## src/rtl/uart_tx.sv

```systemverilog
// 8N1 / 8N2 UART transmitter with a push-button request input.
// The request is a synchronized falling edge of send_n; one frame per press.
module uart_tx #(
    parameter int CLK_HZ    = 50000000,
    parameter int STOP_BITS = 1
) (
    input  logic       src_clk,
    input  logic       rst,
    input  logic [1:0] baud_sel,
    input  logic [7:0] data_in,
    input  logic       send_n,
    output logic       DataOut,
    output logic       busy,
    output logic       done
);

    localparam int DIV_9600   = CLK_HZ / 9600;
    localparam int DIV_57600  = CLK_HZ / 57600;
    localparam int DIV_115200 = CLK_HZ / 115200;
    localparam int CW         = $clog2(DIV_9600 + 1);

    localparam logic [CW-1:0] ONE       = CW'(1);
    localparam logic          STOP_LAST = (STOP_BITS == 2);

    typedef enum logic [1:0] {IDLE, START, DATA, STOP} state_t;

    state_t        state, state_d;
    logic [1:0]    sync_q;
    logic [1:0]    sync_vld;
    logic          armed;
    logic          req;
    logic [CW-1:0] div_sel;
    logic [CW-1:0] div_q;
    logic [CW-1:0] cnt;
    logic [7:0]    shreg;
    logic [2:0]    bit_idx;
    logic          stop_idx;
    logic          bit_end;
    logic          line_d;

    // armed only follows a genuinely sampled high level, so a button held
    // through reset cannot masquerade as a fresh edge once reset drops
    always_ff @(posedge src_clk) begin
        if (rst) begin
            sync_q   <= 2'b11;
            sync_vld <= 2'b00;
            armed    <= 1'b0;
        end else begin
            sync_q   <= {sync_q[0], send_n};
            sync_vld <= {sync_vld[0], 1'b1};
            armed    <= sync_vld[1] & sync_q[1];
        end
    end

    assign req = armed & ~sync_q[1];

    always_comb begin
        case (baud_sel)
            2'b01:   div_sel = CW'(DIV_57600);
            2'b10:   div_sel = CW'(DIV_115200);
            default: div_sel = CW'(DIV_9600);
        endcase
    end

    assign bit_end = (cnt == '0);
    assign busy    = (state != IDLE);

    always_comb begin
        state_d = state;
        done    = 1'b0;
        line_d  = 1'b1;
        case (state)
            IDLE:  if (req) state_d = START;
            START: begin
                line_d = 1'b0;
                if (bit_end) state_d = DATA;
            end
            DATA: begin
                line_d = shreg[0];
                if (bit_end && bit_idx == 3'd7) state_d = STOP;
            end
            STOP: begin
                if (bit_end && stop_idx == STOP_LAST) begin
                    state_d = IDLE;
                    done    = 1'b1;
                end
            end
            default: state_d = IDLE;
        endcase
    end

    always_ff @(posedge src_clk) begin
        if (rst) state <= IDLE;
        else     state <= state_d;
    end

    // DataOut is registered from the decoded line level, so it trails the
    // state register by one cycle but never glitches
    always_ff @(posedge src_clk) begin
        if (rst) begin
            DataOut  <= 1'b1;
            cnt      <= '0;
            div_q    <= '0;
            shreg    <= '0;
            bit_idx  <= '0;
            stop_idx <= 1'b0;
        end else begin
            DataOut <= line_d;
            if (state == IDLE) begin
                if (req) begin
                    shreg    <= data_in;
                    div_q    <= div_sel;
                    cnt      <= div_sel - ONE;
                    bit_idx  <= '0;
                    stop_idx <= 1'b0;
                end
            end else if (bit_end) begin
                cnt <= div_q - ONE;
                if (state == DATA) begin
                    shreg   <= {1'b0, shreg[7:1]};
                    bit_idx <= bit_idx + 3'd1;
                end
                if (state == STOP) stop_idx <= ~stop_idx;
            end else begin
                cnt <= cnt - ONE;
            end
        end
    end

endmodule

```

## config.mk

```make
export PLATFORM = sky130hd
export DESIGN_NAME = uart_tx
export DESIGN_NICKNAME = d
export VERILOG_FILES = /design/src/rtl/uart_tx.sv
export SDC_FILE = /design/constraint.sdc
export NUM_CORES = 1
export LEC_CHECK = 0
export CORE_MARGIN = 2
export CORE_UTILIZATION = 45
export DETAILED_ROUTE_END_ITERATION = 12
export GPL_TIMING_DRIVEN = 0
export REMOVE_ABC_BUFFERS = 1
export SYNTH_ARGS = -nofsm -noshare
export SYNTH_HDL_FRONTEND = slang
export SYNTH_SLANG_ARGS = --single-unit
```

## constraint.sdc

```tcl
create_clock -name src_clk -period 2.8 [get_ports src_clk]
set_clock_uncertainty 0.05 [all_clocks]
set_input_delay 0.42 -clock src_clk [delete_from_list [all_inputs] [get_ports src_clk]]
set_output_delay 0.42 -clock src_clk [all_outputs]
set_load 0.01 [all_outputs]
```

==> load_flow_metrics.sql <==
INSERT INTO impl_metrics (metric_group, metric, value, unit) VALUES
('placement', 'hpwl', '3614', 'um'),
('power', 'cellPowerDensity', '1079', 'nW/um^2'),
('clocking', 'latest_clock_arrival_within_the_worst_skew_pair', '0.29', 'ns'),
('finish', 'num_antenna_cells', '0', ''),
('worst_setup_path', 'critical_register_to_register_path_startpoint', 'cnt[9]', ''),
('finish', 'num-nets-final', '300', ''),
('finish', 'post_route_cells_drive_above_1_share', '9.783', '%'),
('power', 'internal-power', '1.463', 'mW'),
('worst_setup_path', 'slowest_stage', 'or4b_1', ''),
('finish', 'finalCoreUtilization', '52.58', '%'),
('sta', 'timing.final.crit_share', '92.99', '%'),
('sta', 'worst_slew_pin_slew', '1.003', 'ns'),
('yosys', 'netlist_instances', '268', ''),
('power', 'total_switching_power', '1.233', 'mW'),
('detailed_routing', 'first_pass_iters', '4', ''),
('power', 'netSwitchingFraction', '45.73', '%'),
('placement', 'pre_cts_ws', '-0.3837', 'ns'),
('worst_setup_path', 'critical_path.max_fanout', '13', ''),
('clocking', 'h_tree_depth_reported_by_cts', '2', ''),
('global_route', 'grt_resource_usage_total', '20.79', '%'),
('outcome', 'run_status', 'finished clean', ''),
('worst_setup_path', 'reg2reg_slack', '0.20', 'ns'),
('sta', 'tns', '0', 'ns'),
('clocking', 'cts_num_sinks', '39', ''),
('finish', 'stdcell_area', '2500', 'sq um'),
('hold_path', 'min_delay_path_depth', '1', ''),
('floorplan', 'core_area', '4755', 'sq um'),
('worst_setup_path', 'worstReg2RegEnd', 'cnt[6]', ''),
('worst_setup_path', 'cp_data_required_time', '2.92', 'ns'),
('yosys', 'syn_avg_cell_area', '8.348', 'sq um'),
('yosys', 'synth.yosys.warnings', '0', ''),
('placement', 'io_buffers', '15', ''),
('finish', 'area.growth.synth_to_final', '11.75', '%'),
('detailed_routing', 'post_drt_wl_per_cell', '15.16', 'um'),
('floorplan', 'die_x', '74.51', 'um'),
('floorplan', 'placement_rows', '25', ''),
('sta', 'slew_violations', '0', ''),
('worst_setup_path', 'cp-start-kind', 'flop', ''),
('placement', 'dp_cells', '335', ''),
('detailed_routing', 'drc_errors', '0', ''),
('worst_setup_path', 'worst_path_most_repeated_cell', 'a21oi_1', ''),
('yosys', 'synth_async_sr_flop_share', '0', '%'),
('global_route', 'antenna_found_initial', '0', ''),
('power', 'cellLeakagePower', '0.9834', 'nW'),
('global_route', 'first_pass_grt_wire_length', '8845', 'um'),
('run', 'max_cap_violations', '0', ''),
('worst_setup_path', 'path_cells', 'nor3_1, and4_4, a21oi_1, ha_1, or4b_1, nor2_1, a21oi_1, a221oi_1, o22ai_1', ''),
('yosys', 'synth_seq_area_share', '34.90', '%'),
('global_route', 'gr-total-overflow', '0', ''),
('placement', 'cell_area_reported_after_detailed_placement', '2384', 'sq um'),
('worst_setup_path', 'worstSetupStartpoint', 'cnt[9]', ''),
('sta', 'finalSetupViolations', '0', ''),
('power', 'comb_power_share', '56.8', '%'),
('floorplan', 'fp.dieArea', '5552', 'sq um'),
('global_route', 'via_count_of_the_first_global_routing_pass', '1776', ''),
('floorplan', 'floorplan.initialDensity', '47.05', '%'),
('finish', 'layout.cells.most_common', 'dfxtp_1', ''),
('floorplan', 'fp.dieH', '74.51', 'um'),
('worst_setup_path', 'worstRegToRegCells', '9', ''),
('sta', 'setup_ws', '0.1962', 'ns'),
('worst_setup_path', 'worst-endpoint-arrival', '2.72', 'ns'),
('yosys', 'synth_cell_types', '54', ''),
('power', 'share_clk_of_total_power', '14.3', '%'),
('yosys', 'post_synth_instance_area', '2237', 'sq um'),
('worst_setup_path', 'setup.worst_path.end', 'cnt[6]', ''),
('clocking', 'clock_pin_slew_on_the_worst_setup_and_hold_paths', '0.07', 'ns'),
('power', 'finalPower', '2.696', 'mW'),
('worst_setup_path', 'worst_setup_end_kind', 'flop', ''),
('power', 'ir_worst_vdd', '0.0003619', 'V'),
('yosys', 'yosys_reg_bits', '39', ''),
('hold_path', 'min-delay-path-class', 'reg -> reg', '');
routing by layer:
metal	part of all wire, %	track usage, %
met1	50	30.45
met3	5.6	3.794
met5	0	0
met2	44	30.78
met4	1.3	6.944
critical path, delay by kind of cell (launching register included):
kind | cells | cell delay [ns]
adders and majority gates | 1 | 0.22
DFF | 1 | 0.45
AOI/OAI and AO/OA | 4 | 0.68
and+or+nand+nor | 4 | 1.09
power groups by stage:
stage,registers [mW],clock network (mW),logic [mW]
3_3_place_gp,0.783,0,1.44
2_1_floorplan,0.745,0,1.11
5_1_grt,0.794,0.417,1.70
6_report,0.778,0.386,1.53
4_1_cts,0.768,0.394,1.51
3_5_place_dp,0.782,0,1.44
timing repair:
item                       4_1_cts  5_1_grt
hold endpoints to repair         0        0
setup endpoints to repair       22        4
pin swaps                        1        0
gates resized for setup          2        6
hold buffers                     0        0
buffers inserted                 1        0
state kept, by name, indices dropped and copies added, names as in the netlist, 2 cells and up:
| register | flops |
|---|---|
| bit_idx | 3 |
| cnt | 13 |
| div_q | 6 |
| shreg | 8 |
| state | 2 |
| sync_q | 2 |
| sync_vld | 2 |
cells by family (layout without fill, tap and decap cells):
kind of cell	after synthesis	after routing	synth area share, %
simple gates	102	102	24.38
compound gates	77	77	22.71
flops	39	39	34.90
buf+inv	24	32	5.425
fa+ha+maj	11	11	6.152
mux	10	10	4.474
xor+xnor	5	5	1.958
layout make-up:
type | count | area (sq um)
Clock buffer | 6 | 82.58
Clock inverter | 1 | 5.005
Fill cell | 490 | 2255
Inverter | 9 | 33.78
Multi-Input combinational cell | 205 | 1350
Sequential cell | 39 | 787.0
Tap cell | 67 | 83.83
Timing Repair Buffer | 16 | 157.7
worst min-delay path by stage:
stage,startpoint,end,slack (ns)
2_1_floorplan,sync_q[0],sync_q[1],0.34
6_report,sync_q[0],sync_q[1],0.36
5_1_grt,sync_q[0],sync_q[1],0.37
3_5_place_dp,sync_q[0],sync_q[1],0.35
4_1_cts,sync_q[0],sync_q[1],0.37
3_3_place_gp,sync_q[0],sync_q[1],0.34
synthesized netlist by cell type (2+ instances only):
cell type	n	area, sq um
o21a_1	2	15.01
o21ai_0	10	50.05
or4_1	2	15.01
nand2_1	25	93.84
o21ai_1	2	10.01
and2_1	3	18.77
clkbuf_1	10	37.54
or2_2	3	18.77
nand4_1	5	31.28
nor3b_1	2	15.01
a21oi_1	23	115.1
mux2i_1	10	100.1
o211ai_1	5	37.54
inv_1	9	33.78
or3_1	4	25.02
nor4_1	3	18.77
a211oi_1	9	67.56
and3_1	2	12.51
buf_6	4	45.04
nand3_1	3	15.01
xnor2_1	2	17.52
o31a_1	2	17.52
dfxtp_1	39	780.8
nor3_1	5	25.02
nor2_1	32	120.1
a31oi_1	5	31.28
nor4_4	2	42.54
o22ai_1	4	25.02
nor2b_1	3	18.77
xor2_1	3	26.28
nor4_2	2	25.02
ha_1	11	137.6
(Power assumes the default switching activity.)
